[config.mk]
export PLATFORM = sky130hd
export DESIGN_NAME = sram_port_arbiter
export DESIGN_NICKNAME = d
export VERILOG_FILES = /design/src/rtl/sram_port_arbiter.sv
export SDC_FILE = /design/constraint.sdc
export NUM_CORES = 1
export LEC_CHECK = 0
export ABC_AREA = 1
export CAP_MARGIN = 20
export CORE_UTILIZATION = 44
export DETAILED_ROUTE_END_ITERATION = 8
export PLACE_DENSITY = 0.85
export SETUP_SLACK_MARGIN = 0.4
export SLEW_MARGIN = 20
export SYNTH_ARGS = -nofsm -noshare
export SYNTH_HDL_FRONTEND = slang
export SYNTH_SLANG_ARGS = --single-unit
[constraint.sdc]
create_clock -name i_clk -period 3.3 [get_ports i_clk]
set_clock_uncertainty 0.2 [all_clocks]
set_input_delay 0.66 -clock i_clk [delete_from_list [all_inputs] [get_ports i_clk]]
set_output_delay 0.66 -clock i_clk [all_outputs]
set_load 0.03 [all_outputs]
[src/rtl/sram_port_arbiter.sv]
// sram_port_arbiter
//   Shares one single-port SRAM macro (active-low csb0/web0) between two
//   requesters. Port 0 is the UPDI command/loader side, port 1 the streaming
//   reader side. Exactly one access is in flight at a time; the SRAM control
//   pins are driven from registers.
//
//   Sequence per access: IDLE (arbitrate, drive command) -> ACCESS (SRAM
//   captures at the end of this cycle) -> RDATA (reads only, return dout0)
//   -> IDLE. Writes take 2 cycles, reads 3.
//
//   Optional feature macro: SRAM_ARB_RR_EN
//     defined   : round-robin on ties (grant the port that did not win last)
//     undefined : fixed priority, port 0 always wins ties
//
// Ports
//   i_clk, i_rst               clock (rising edge), async active-high reset
//   i_req0/1                   level request, held until the matching grant
//   i_we0/1                    1 = write, 0 = read
//   i_addr0/1, i_wdata0/1      address / write data, stable while requesting
//   o_gnt0/1                   one-cycle pulse: request accepted
//   o_rdata0/1, o_rvalid0/1    read return data and one-cycle valid pulse
//   o_busy                     an access is in flight
//   csb0, web0, addr0, din0    SRAM command (csb0/web0 active low)
//   dout0                      SRAM read data, valid the cycle after capture
module sram_port_arbiter #(
  parameter int DATA_WIDTH = 8,
  parameter int ADDR_WIDTH = 8
) (
  input  logic                  i_clk,
  input  logic                  i_rst,
  input  logic                  i_req0,
  input  logic                  i_we0,
  input  logic [ADDR_WIDTH-1:0] i_addr0,
  input  logic [DATA_WIDTH-1:0] i_wdata0,
  output logic                  o_gnt0,
  output logic [DATA_WIDTH-1:0] o_rdata0,
  output logic                  o_rvalid0,
  input  logic                  i_req1,
  input  logic                  i_we1,
  input  logic [ADDR_WIDTH-1:0] i_addr1,
  input  logic [DATA_WIDTH-1:0] i_wdata1,
  output logic                  o_gnt1,
  output logic [DATA_WIDTH-1:0] o_rdata1,
  output logic                  o_rvalid1,
  output logic                  o_busy,
  output logic                  csb0,
  output logic                  web0,
  output logic [ADDR_WIDTH-1:0] addr0,
  output logic [DATA_WIDTH-1:0] din0,
  input  logic [DATA_WIDTH-1:0] dout0
);

  typedef enum logic [1:0] {
    IDLE   = 2'd0,
    ACCESS = 2'd1,
    RDATA  = 2'd2
  } state_t;

  state_t                state_reg, state_next;
  logic                  csb_reg, csb_next;
  logic                  web_reg, web_next;
  logic [ADDR_WIDTH-1:0] addr_reg, addr_next;
  logic [DATA_WIDTH-1:0] din_reg, din_next;
  logic [1:0]            gnt_reg, gnt_next;
  logic [1:0]            rvalid_reg, rvalid_next;
  logic                  owner_reg, owner_next;
  logic                  op_we_reg, op_we_next;

  logic                  any_req;
  logic                  winner;
  logic                  win_we;

`ifdef SRAM_ARB_RR_EN
  // Index of the port granted most recently; resets to 1 so port 0 takes
  // the first tie.
  logic                  last_reg, last_next;
`endif

  // Winner selection. With a single requester it simply wins; on a tie the
  // configured policy decides.
  always_comb begin
    any_req = i_req0 | i_req1;
`ifdef SRAM_ARB_RR_EN
    winner  = (i_req0 && i_req1) ? ~last_reg : ~i_req0;
`else
    winner  = ~i_req0;
`endif
    win_we  = winner ? i_we1 : i_we0;
  end

  // Next-state and registered-output logic.
  always_comb begin
    state_next  = state_reg;
    csb_next    = 1'b1;
    web_next    = 1'b1;
    addr_next   = addr_reg;
    din_next    = din_reg;
    gnt_next    = 2'b00;
    rvalid_next = 2'b00;
    owner_next  = owner_reg;
    op_we_next  = op_we_reg;
`ifdef SRAM_ARB_RR_EN
    last_next   = last_reg;
`endif
    case (state_reg)
      IDLE: begin
        if (any_req) begin
          csb_next         = 1'b0;
          web_next         = ~win_we;
          addr_next        = winner ? i_addr1 : i_addr0;
          din_next         = winner ? i_wdata1 : i_wdata0;
          gnt_next[winner] = 1'b1;
          owner_next       = winner;
          op_we_next       = win_we;
`ifdef SRAM_ARB_RR_EN
          last_next        = winner;
`endif
          state_next       = ACCESS;
        end
      end
      ACCESS: begin
        // Command is captured by the SRAM at the end of this cycle.
        state_next = op_we_reg ? IDLE : RDATA;
      end
      RDATA: begin
        rvalid_next[owner_reg] = 1'b1;
        state_next             = IDLE;
      end
      default: begin
        state_next = IDLE;
      end
    endcase
  end

  always_ff @(posedge i_clk or posedge i_rst) begin
    if (i_rst) begin
      state_reg  <= IDLE;
      csb_reg    <= 1'b1;
      web_reg    <= 1'b1;
      addr_reg   <= '0;
      din_reg    <= '0;
      gnt_reg    <= 2'b00;
      rvalid_reg <= 2'b00;
      owner_reg  <= 1'b0;
      op_we_reg  <= 1'b0;
`ifdef SRAM_ARB_RR_EN
      last_reg   <= 1'b1;
`endif
    end else begin
      state_reg  <= state_next;
      csb_reg    <= csb_next;
      web_reg    <= web_next;
      addr_reg   <= addr_next;
      din_reg    <= din_next;
      gnt_reg    <= gnt_next;
      rvalid_reg <= rvalid_next;
      owner_reg  <= owner_next;
      op_we_reg  <= op_we_next;
`ifdef SRAM_ARB_RR_EN
      last_reg   <= last_next;
`endif
    end
  end

  // Per-port read-return registers: only the owner's copy is loaded, the
  // other port keeps whatever it last returned.
  for (genvar gi = 0; gi < 2; gi++) begin : g_port
    logic [DATA_WIDTH-1:0] rdata_reg;

    always_ff @(posedge i_clk or posedge i_rst) begin
      if (i_rst) begin
        rdata_reg <= '0;
      end else if (state_reg == RDATA && owner_reg == 1'(gi)) begin
        rdata_reg <= dout0;
      end
    end
  end

  assign o_rdata0  = g_port[0].rdata_reg;
  assign o_rdata1  = g_port[1].rdata_reg;
  assign o_gnt0    = gnt_reg[0];
  assign o_gnt1    = gnt_reg[1];
  assign o_rvalid0 = rvalid_reg[0];
  assign o_rvalid1 = rvalid_reg[1];
  assign o_busy    = (state_reg != IDLE);
  assign csb0      = csb_reg;
  assign web0      = web_reg;
  assign addr0     = addr_reg;
  assign din0      = din_reg;

endmodule
; ---- Word level (Yosys, flattened, before mapping)
; Index checks and enable logic that the tools add are counted.
[op_classes]
add_sub_neg = 0
multipliers = 0
div = 0
order_cmp = 4
eq_ne = 3
n_shift = 0
mux = 17
bitwise = 4
reduce_logical = 7
[op_table]
columns = cell, count
row1 = 2-to-1 mux 8 bit, 2
row2 = 2-to-1 mux 2 bit, 5
row3 = 2-to-1 mux 1 bit, 7
row4 = logical AND 1 bit, 4
row5 = < comparator 1 x 2 -> 1 bit (second input constant), 2
row6 = case mux 2 bit (2 select lines), 1
row7 = NOT 1 bit, 3
row8 = demux 1 bit (select 1 bit), 2
row9 = equality test 2 x 1 -> 1 bit (second input constant), 1
row10 = equality test 2 bit (second input constant), 1
row11 = >= comparator 1 bit (second input constant), 2
row12 = zero test 2 bit, 1
row13 = != test 2 bit (second input constant), 1
row14 = AND reduction 2 bit, 1
row15 = nonzero test 2 bit, 1
row16 = bitwise OR 1 bit, 1
[word_totals]
regBits = 42
latch_bits = 0
mem_bits_rw = 0
romBits = 0
input_bits = 46
output_inout_bits = 39
word_cells = 46
n_memories = 0

; ---- Depth between registers and ports, before layout
[depth]
depth_word = 7
mapped_depth = 8
ltp_nobuf = 5

; ---- Least setup slack after synthesis
; OpenSTA, ideal clock, no wires.
[synth_path]
kind = input-to-reg
start = input port i_req0
end = register addr_reg[7] (netlist: addr0[7])
setup_ps = 117
arrival_time_ps = 1237
t_required_ps = 2983
slack_ps = 1746
path_stages = 8
path_buffers = 3
cell_sequence = buf_6 -> inv_4 -> buf_6 -> buf_6 -> nand2_1 -> nand2_1 -> nand2_1 -> nand2_1
[synth_via]
elab_chain_cells = 2
elab_cells_between_ends = 3
classes_between = mux: 1 / bitwise: 1 / reduce/logical: 1
[synth_lines]
columns = item, line
row1 = start: declaration, 31  ; input logic i_req0,
row2 = bitwise OR 1 bit, 82  ; any_req = i_req0 | i_req1;
row3 = AND reduction 2 bit (no source line), --
row4 = end signal: assignment, 153  ; addr_reg <= addr_next;
row5 = end: declaration, 62  ; logic [ADDR_WIDTH-1:0] addr_reg, addr_next;
; Several ways; a longest one is shown, not always the timed one.
; A chain may end at the register's enable or synchronous reset.

; ---- Worst setup path after layout
[layout_path]
start = register state_reg[1]
end = output port o_busy
[layout_via]
elab_chain_cells = 1
[layout_lines]
columns = item, line
row1 = start: declaration, 59  ; state_t state_reg, state_next;
row2 = start signal: assignment, 150  ; state_reg <= state_next;
row3 = nonzero test 2 bit, 185  ; assign o_busy = (state_reg != IDLE);
row4 = end: declaration, 45  ; output logic o_busy,
; No other way between the ends.

==> reports/results.tsv <==
stage	metric	value	unit
power_and_ir_drop	p_comb_share	51.7	%
placement	dp_slack	0.937	ns
placement	hpwlAfterDp	3.23	mm
layout	syn_to_final_growth	53.2	%
route	drc	0	
layout	final_area	2840	sq um
clocking	clk_pin_slew	0.08	ns
floorplan	die_h	66.9	microns
flow_run	max_cap_viol_count	0	
power_and_ir_drop	clkPwrFrac	15.0	%
global_routing	grt_pass1_wl	7.03	mm
placement	placed_area	2700	sq um
layout	diodes	0	
power_and_ir_drop	switching_share	43.3	%
logic_synthesis	ys_types	17	
layout	final_cell_mix	nand2_1, clkdlybuf4s50_1, dfrtp_1, nand4_1	
setup_path	critPathLaunchType	register	
layout	multi_input_area	691	sq um
clocking	cts_made_buffers	5	
clocking	cts_tree	yes	
timing	finalWorstSetupSlack	0.610	ns
global_routing	grt_max_degree	28	
clocking	cts_root_buffer	clkbuf_8	
layout	register_area	1050	sq um
floorplan	core_area	4030	sq um
timing	rsz0062_at_grt	false	
timing	max_freq	0.372	GHz
floorplan	die_x	66.9	microns
setup_path	worstSetupPathType	reg2out	
clocking	cts.htree.levels	2	
power_and_ir_drop	p_sw	1.16	mW
power_and_ir_drop	finalPower	2.68	mW
layout	drive_above_1_share	7.44	%
timing	period_share	81.5	%
floorplan	dieArea	4470	sq um
setup_path	crit_path_max_fanout	13	
logic_synthesis	synth_area	1850	sq um
logic_synthesis	avgSynthCellArea	8.34	sq um
clocking	postCtsResizedCells	0	
placement	gp_congestion	0.866	
timing	post-route-min-period	2.69	ns
timing	maxSlewViolCount	0	
setup_path	crit_required	2.44	ns
route	dr.pass1.iters	4	
timing	relSlewSlack	74.5	%
timing	holdWs	0.245	ns
setup_path	worstPathArrival	1.83	ns
layout	n_fill_cell	329	
global_routing	grtUsageTotal	21.7	%
global_routing	antenna_found_initial	0	
timing	tns	0	ns
layout	final_common_cell	nand2_1	
power_and_ir_drop	p_per_area	946	nW/um^2
route	vias	1688	
power_and_ir_drop	p_leak	1.43	nW
power_and_ir_drop	seq_power_share	33.3	%
route	vias_per_cell	4.70	
power_and_ir_drop	p_int	1.52	mW
route	drt-wirelength-per-cell	12.4	microns
timing	hold_viol	0	
hold_path	hold_path.class	reg2reg	
floorplan	io_pins	85	
logic_synthesis	syn-instance-count	222	
logic_synthesis	ys_warn_count	0	
logic_synthesis	syn_nets	268	
timing	setup_viol	0	
route	drt-initial-drc-count	74	
power_and_ir_drop	ir_drop	0.431	mV
floorplan	row_count	23	
setup_path	crit_path_end_kind	output pin	
layout	nNetsFinal	354	
placement	io_buffers	84	
floorplan	start_util	46.0	%
clocking	clock_path_buffers	2	
route	ant_nets	0	
timing	tightestPinTransition	0.382	ns
status	outcome	completed	
clocking	cts.sinks	42	
clocking	cts_setup_buffers	0	
logic_synthesis	synth-seq-cells	42	
global_routing	first_global_vias	1635	
global_routing	grt_overflow	0	
clocking	cts_hold_buf	0	
logic_synthesis	ys_seq_area_share	56.9	%
clocking	clock_latency	0.30	ns
route	wl	4.47	mm
-- layout make-up --
class / count / share of cell area [%]
Multi-Input combinational cell: 163 / 24.3
Inverter: 9 / 1.28
Clock inverter: 2 / 1.32
Clock buffer: 6 / 2.56
Tap cell: 50 / 2.21
Sequential cell: 42 / 37.1
Timing Repair Buffer: 87 / 31.1
-- cells by family after synthesis --
kind of cell | Yosys count | synth area share, %
buffers and inverters | 17 | 5.81
and+or+nand+nor | 163 | 37.3
DFF | 42 | 56.9
-- power groups by stage --
stage / clock (mW) / sequential (mW) / combinational (mW)
6_report: 0.404 / 0.893 / 1.39
4_1_cts: 0.406 / 0.892 / 1.39
3_3_place_gp: 0 / 0.882 / 1.36
3_5_place_dp: 0 / 0.899 / 1.39
5_1_grt: 0.423 / 0.920 / 1.48
2_1_floorplan: 0 / 1.30 / 0.408
-- synth_stat cells --
| library cell | number | area [sq um] |
|---|---|---|
| inv_1 | 6 | 22.5 |
| buf_2 | 3 | 15.0 |
| inv_4 | 1 | 6.26 |
| nor3_1 | 1 | 5.00 |
| clkinv_1 | 2 | 7.51 |
| nor2_1 | 2 | 7.51 |
| dfstp_2 | 2 | 52.6 |
| buf_6 | 5 | 56.3 |
| nor2_4 | 1 | 11.3 |
| nand2_1 | 141 | 529 |
| nor2_8 | 1 | 20.0 |
| nand2_2 | 5 | 31.3 |
| nand3_1 | 1 | 5.00 |
| nand2_4 | 1 | 11.3 |
| nand3_2 | 2 | 20.0 |
| nand4_1 | 8 | 50.1 |
| dfrtp_1 | 40 | 1000 |
-- routing by layer --
layer	wire length (microns)	global-route usage, %	vias to the layer above
li1	-	-	850
met1	1850	23.9	763
met2	2220	37.1	61
met3	274	5.14	14
met4	119	13.8	0
met5	0	0	-
-- worst paths after layout --
path	from	to	slack (ns)	cells past startpoint
setup / recovery	state_reg[1]$_DFFE_PP0P_	o_busy	0.61	3
hold / removal	op_we_reg$_DFFE_PP0P_	state_reg[1]$_DFFE_PP0P_	0.24	1
setup reg to reg	state_reg[0]$_DFFE_PP0P_	op_we_reg$_DFFE_PP0P_	1.75	5
hold reg to reg	op_we_reg$_DFFE_PP0P_	state_reg[1]$_DFFE_PP0P_	0.24	1
max in group asynchronous	i_rst	o_rdata1[6]$_DFFE_PP0P_	1.88	4
min in group asynchronous	i_rst	din0[0]$_DFFE_PP0P_	0.37	2
-- critical path: stages (launching register included) --
cell and delay (ns):
dfrtp_1 0.58, inv_1 0.10, nand2_2 0.15, clkdlybuf4s50_1 0.71
-- per-stage QoR --
stage	instances	util, %
floorplan	222	-
global placement	350	67.0
detailed placement	350	67.0
CTS	358	69.7
global route	359	70.4
finish	359	70.4
Note: power is estimated with default switching activity, not from simulation.
